--- src/rtl/decoder_3to8_seq_if.sv ---
// Code/handshake/output bundle for the sequenced 3-to-8 decoder.
// master = code producer / indicator consumer, slave = decoder.
interface decoder_3to8_seq_if #(
    parameter int unsigned DEPTH = 4
) ();
    logic [2:0]               Code;
    logic                     code_valid;
    logic                     code_ready;
    logic                     en;
    logic [7:0]               Data;
    logic                     data_valid;
    logic [$clog2(DEPTH):0]   level;

    modport master (
        output Code, code_valid, en,
        input  code_ready, Data, data_valid, level
    );

    modport slave (
        input  Code, code_valid, en,
        output code_ready, Data, data_valid, level
    );
endinterface

--- src/rtl/decoder_3to8_seq.sv ---
// Sequenced 3-to-8 decoder: codes are queued in a small FIFO, then each is
// shown one-hot on Data for DWELL cycles followed by a one-cycle blank gap.
module decoder_3to8_seq #(
    parameter int unsigned DWELL = 4,
    parameter int unsigned DEPTH = 4
) (
    input  logic              clk,
    input  logic              rst,
    decoder_3to8_seq_if.slave bus
);
    localparam int unsigned AW       = $clog2(DEPTH);
    localparam logic [7:0]  CNT_LOAD = 8'(DWELL - 1);
    localparam logic [AW:0] FULL_LVL = (AW + 1)'(DEPTH);

    typedef enum logic [1:0] {IDLE, SHOW, GAP} state_t;

    state_t        state_q, state_d;
    logic [7:0]    cnt_q, cnt_d;
    logic [2:0]    code_q, code_d;
    logic [7:0]    data_q, data_d;
    logic          valid_q, valid_d;

    logic [2:0]    mem [DEPTH];
    logic [AW-1:0] wr_ptr, rd_ptr;
    logic [AW:0]   level_q;
    logic          ready, push, pop, fifo_empty;

    assign ready      = (level_q != FULL_LVL);
    assign push       = bus.code_valid && ready;
    assign fifo_empty = (level_q == '0);

    assign bus.code_ready = ready;
    assign bus.Data       = data_q;
    assign bus.data_valid = valid_q;
    assign bus.level      = level_q;

    // FIFO pointers and occupancy; pointers wrap naturally since DEPTH is a power of two
    always_ff @(posedge clk) begin
        if (rst) begin
            wr_ptr  <= '0;
            rd_ptr  <= '0;
            level_q <= '0;
        end else begin
            if (push) wr_ptr <= wr_ptr + 1'b1;
            if (pop)  rd_ptr <= rd_ptr + 1'b1;
            if (push && !pop)
                level_q <= level_q + 1'b1;
            else if (!push && pop)
                level_q <= level_q - 1'b1;
        end
    end

    // FIFO storage; contents need no reset since level gates every read
    always_ff @(posedge clk) begin
        if (push) mem[wr_ptr] <= bus.Code;
    end

    // Sequencer registers, including the registered one-hot output
    always_ff @(posedge clk) begin
        if (rst) begin
            state_q <= IDLE;
            cnt_q   <= '0;
            code_q  <= '0;
            data_q  <= '0;
            valid_q <= 1'b0;
        end else begin
            state_q <= state_d;
            cnt_q   <= cnt_d;
            code_q  <= code_d;
            data_q  <= data_d;
            valid_q <= valid_d;
        end
    end

    // Next state, pop request and next output word; en low holds everything
    always_comb begin
        state_d = state_q;
        cnt_d   = cnt_q;
        code_d  = code_q;
        data_d  = data_q;
        valid_d = valid_q;
        pop     = 1'b0;
        if (bus.en) begin
            unique case (state_q)
                IDLE, GAP: begin
                    if (!fifo_empty) begin
                        pop     = 1'b1;
                        code_d  = mem[rd_ptr];
                        cnt_d   = CNT_LOAD;
                        state_d = SHOW;
                    end else begin
                        state_d = IDLE;
                    end
                end
                SHOW: begin
                    if (cnt_q != '0)
                        cnt_d = cnt_q - 1'b1;
                    else
                        state_d = GAP;
                end
                default: state_d = IDLE;
            endcase
            valid_d = (state_d == SHOW);
            data_d  = (state_d == SHOW) ? (8'b1 << code_d) : '0;
        end
    end
endmodule

--- src/flat_wrapper.sv ---
// flat-port wrapper written by rule: the top's interface ports become plain ports
module decoder_3to8_seq_flat 
#(
    parameter int unsigned DWELL = 4,
    parameter int unsigned DEPTH = 4
)
  (clk, rst, bus_Code, bus_code_valid, bus_en, bus_code_ready, bus_Data, bus_data_valid, bus_level);
  decoder_3to8_seq_if #(.DEPTH(DEPTH)) bus_i ();
  input  logic clk;
  input  logic rst;
  input wire logic [$bits(bus_i.Code)-1:0] bus_Code;
  input wire logic [$bits(bus_i.code_valid)-1:0] bus_code_valid;
  input wire logic [$bits(bus_i.en)-1:0] bus_en;
  output wire logic [$bits(bus_i.code_ready)-1:0] bus_code_ready;
  output wire logic [$bits(bus_i.Data)-1:0] bus_Data;
  output wire logic [$bits(bus_i.data_valid)-1:0] bus_data_valid;
  output wire logic [$bits(bus_i.level)-1:0] bus_level;
  assign bus_i.Code = bus_Code;
  assign bus_i.code_valid = bus_code_valid;
  assign bus_i.en = bus_en;
  assign bus_code_ready = bus_i.code_ready;
  assign bus_Data = bus_i.Data;
  assign bus_data_valid = bus_i.data_valid;
  assign bus_level = bus_i.level;
  decoder_3to8_seq #(.DWELL(DWELL), .DEPTH(DEPTH)) u_core (.clk(clk), .rst(rst), .bus(bus_i));
endmodule
--- config.mk ---
export PLATFORM = sky130hd
export DESIGN_NAME = decoder_3to8_seq_flat
export DESIGN_NICKNAME = d
export VERILOG_FILES = /design/src/rtl/decoder_3to8_seq_if.sv /design/src/rtl/decoder_3to8_seq.sv /design/src/flat_wrapper.sv
export SDC_FILE = /design/constraint.sdc
export NUM_CORES = 1
export LEC_CHECK = 0
export CORE_MARGIN = 2
export CORE_UTILIZATION = 40
export DETAILED_ROUTE_END_ITERATION = 6
export GPL_TIMING_DRIVEN = 0
export SYNTH_ARGS = -nofsm -noshare
export SYNTH_HDL_FRONTEND = slang
export SYNTH_SLANG_ARGS = --single-unit
--- constraint.sdc ---
create_clock -name clk -period 4.1 [get_ports clk]
set_input_delay 1.025 -clock clk [delete_from_list [all_inputs] [get_ports clk]]
set_output_delay 1.025 -clock clk [all_outputs]
set_load 0.03 [all_outputs]
==> results.py <==
metrics = {
    "clocking": {
        "clk_latency_ps": 300,
        "cts_tree": "built",
        "clkSinkCount": 43,
        "holdBufCountCts": 0,
        "clk_path_buf_depth": 2,
        "cts_setup_buffers": 0,
        "cts_max_level": 2,
        "path_clk_slew_ps": 80,
        "ctsResizeCount": 0,
        "root_buffer": "clkbuf_8",
        "cts_made_buffers": 5,
    },
    "setup_path": {
        "worstPathRequired_ps": 4330,
        "worstSetupEndpointType": "flop",
        "cp.arrival_ps": 3330,
        "path_buf_inv": 3,
        "cp_cell_sequence": "clkdlybuf4s50_1 > nor2b_1 > and2_1 > inv_1 > ha_1 > inv_1 > fa_1 > xor2_1 > or3_1 > a21oi_1",
        "cpMostUsedCell": "inv_1",
        "cp_slowest_stage_delay_ps": 440,
        "critPathTopFamily": "simple AND/OR/NAND/NOR gates",
        "slowest_stage": "clkdlybuf4s50_1",
        "path_class": "input port to flop",
        "critPathLaunchType": "input port",
        "critPathMaxFanout": 5,
    },
    "power_and_ir_drop": {
        "leakagePower_nw": 0.859,
        "powerDensity_nw_per_um2": 734,
        "vdd.ir_drop.worst_mv": 0.419,
    },
    "die": {
        "die_h_um": 76.5,
        "start_util_pct": 41.4,
        "core-area_um2": 5070,
        "std_cell_rows": 26,
        "dieArea_um2": 5850,
        "die_w_um": 76.5,
        "ios": 20,
    },
    "timing": {
        "skew_ps": 11.3,
        "finalSetupTns_ps": 0,
        "finalHoldViolCount": 0,
        "max_slew_margin_pct": 63.0,
        "worst_hold_slack_ps": 469,
        "rsz0062_at_grt": "false",
        "finalMaxSlewViolations": 0,
        "timing.fmax_mhz": 323,
        "fin_crit_sh_pct": 75.6,
        "min_period_ps": 3100,
        "setup_violations": 0,
        "tightest_slew_ps": 554,
    },
    "final_layout": {
        "finish.instance_area_um2": 2480,
        "area_growth_pct": 18.2,
        "multiInputGateArea_um2": 1050,
        "drive_gt1_share_pct": 10.5,
        "num_antenna_cells": 0,
        "nNetsFinal": 242,
        "ff_latch_area_um2": 981,
        "fillCellCount": 493,
    },
    "route": {
        "routed_wl_mm": 4.02,
        "ant_nets": 0,
        "drt_pass1_iterations": 4,
        "wl_per_cell_um": 13.5,
        "vias": 1540,
        "drc": 0,
        "drt_iter0_drc": 78,
        "via_per_inst": 5.17,
    },
    "place": {
        "globalplace.congestion": 0.792,
        "place_area_um2": 2370,
        "io_buffer_count": 18,
        "dp_hpwl_mm": 2.99,
    },
    "synth": {
        "synthArstFlopShare_pct": 0,
        "postSynthNetCount": 217,
        "yosysWarnings": 0,
        "ys_ff_latch": 43,
        "synthFlopType": "dfxtp_1",
        "synth_edf_count": 12,
        "avgSynthCellArea_um2": 10.4,
        "ys_seq_area_share_pct": 46.7,
        "syn-instance-count": 202,
        "synth_cell_types": 45,
        "synth_area_um2": 2100,
    },
    "flow_run": {
        "drv_cap": 0,
    },
    "global_routing": {
        "grt_max_degree": 16,
        "gr-total-overflow": 0,
        "grt_pass1_wl_mm": 7.24,
        "antenna_found_initial": 0,
        "grt_pass1_vias": 1489,
        "track_usage_pct": 15.3,
    },
    "outcome": {
        "status": "completed",
    },
    "min_path": {
        "hp-class": "flop to flop",
    },
}
## area by class of cell
cell class / count / area share, %
well taps: 70 / 3.53
flip-flops and latches: 43 / 39.5
clock inverters: 3 / 1.86
inverters: 9 / 1.36
repair buffers: 18 / 7.25
multi-input cells: 142 / 42.3
clock buffers: 5 / 2.77
plain buffers: 8 / 1.41
## sequential cells by signal (all words and copies together), names as in the netlist, named ones only
| signal | flops |
|---|---|
| u_core.mem | 12 |
| u_core.bus.Data | 8 |
| u_core.cnt_q | 8 |
| u_core.bus.level | 3 |
| u_core.code_q | 3 |
| u_core.rd_ptr | 2 |
| u_core.state_q | 2 |
| u_core.wr_ptr | 2 |
| u_core.bus.data_valid | 1 |
## kinds of logic after synthesis
| logic type | Yosys count | synth area share [%] |
|---|---|---|
| flops | 43 | 46.7 |
| simple gates | 71 | 22.3 |
| xor+xnor | 5 | 2.08 |
| mux | 8 | 5.60 |
| compound gates | 50 | 14.9 |
| buf+inv | 17 | 3.28 |
| fa+ha+maj | 8 | 5.12 |
## through the flow
stage	utilization, %	worst slack [ps]	power (W)	instances
floorplan	-	1390	0.00128	202
global placement	46.7	694	0.00149	290
detailed placement	46.7	678	0.00149	290
CTS	48.9	984	0.00183	298
global route	48.9	827	0.00197	298
finish	48.9	1000	0.00182	298
## Yosys cell counts, types with 2 or more instances
master	n	share of area (%)
a211oi_1	2	0.71
a21boi_1	2	0.71
a21o_1	2	0.71
a21oi_1	24	5.7
a31o_2	2	0.83
and2_1	7	2.1
clkbuf_1	5	0.89
dfxtp_1	31	30
edfxtp_1	12	17
ha_1	7	4.2
inv_1	9	1.6
mux2i_1	5	2.4
mux4_2	3	3.2
nand2_1	9	1.6
nand2b_1	17	5.1
nand3_1	5	1.2
nand4_1	2	0.60
nor2_1	12	2.1
nor3_1	2	0.48
nor4b_4	2	2.3
o2111ai_1	4	1.7
o211ai_1	3	1.1
o22ai_1	8	2.4
or3_1	3	0.89
xnor2_1	2	0.83
xor2_1	3	1.3
## report_power, final
| group | leakage, nW | total, W | switching [W] | internal [W] |
|---|---|---|---|---|
| registers | 0.363 | 0.000644 | 0.000106 | 0.000539 |
| clock network | 0.0548 | 0.000336 | 0.000153 | 0.000183 |
| logic | 0.441 | 0.000842 | 0.000480 | 0.000362 |
| total | 0.859 | 0.00182 | 0.000739 | 0.00108 |
## worst paths after layout
check / startpoint / endpoint / slack [ps] / cells after the start
max: bus_en / u_core.bus.level[2] / 1000 / 10
min: u_core.bus.Data[6] / u_core.bus.Data[6] / 470 / 2
max reg2reg: u_core.bus.level[2] / u_core.bus.level[2] / 1590 / 9
min reg2reg: u_core.bus.Data[6] / u_core.bus.Data[6] / 470 / 2
## layout by cell type (no fill, tap or decap), drive strengths merged, types with 3 or more instances in the layout
cell,instances
inv,10
o2111ai,4
clkdlybuf4s50,18
xor2,3
mux4,3
nand2b,17
buf,3
a211oi,3
edfxtp,12
and2,7
nand2,9
a21oi,24
nor2,12
o211ai,3
nand3,5
ha,7
or3,3
dfxtp,31
nor3,3
clkbuf,10
o22ai,8
mux2i,5
## routing by layer
metal,track usage (%),vias up,part of all wire (%),wire length (um)
li1,-,784,-,-
met1,20.6,725,49,1960
met2,24.2,25,46,1860
met3,3.20,6,3.0,120
met4,6.00,0,1.9,76
met5,0,-,0,0
## worst reg2reg max path, cell delays in order (launching register included)
cell and delay (ps):
dfxtp_1 390, or3_1 420, and2_1 210, inv_1 190, ha_1 220, inv_1 60, fa_1 370, xor2_1 150
or3_1 300, a21oi_1 140
No activity file was read; power rests on OpenSTA's default activity.
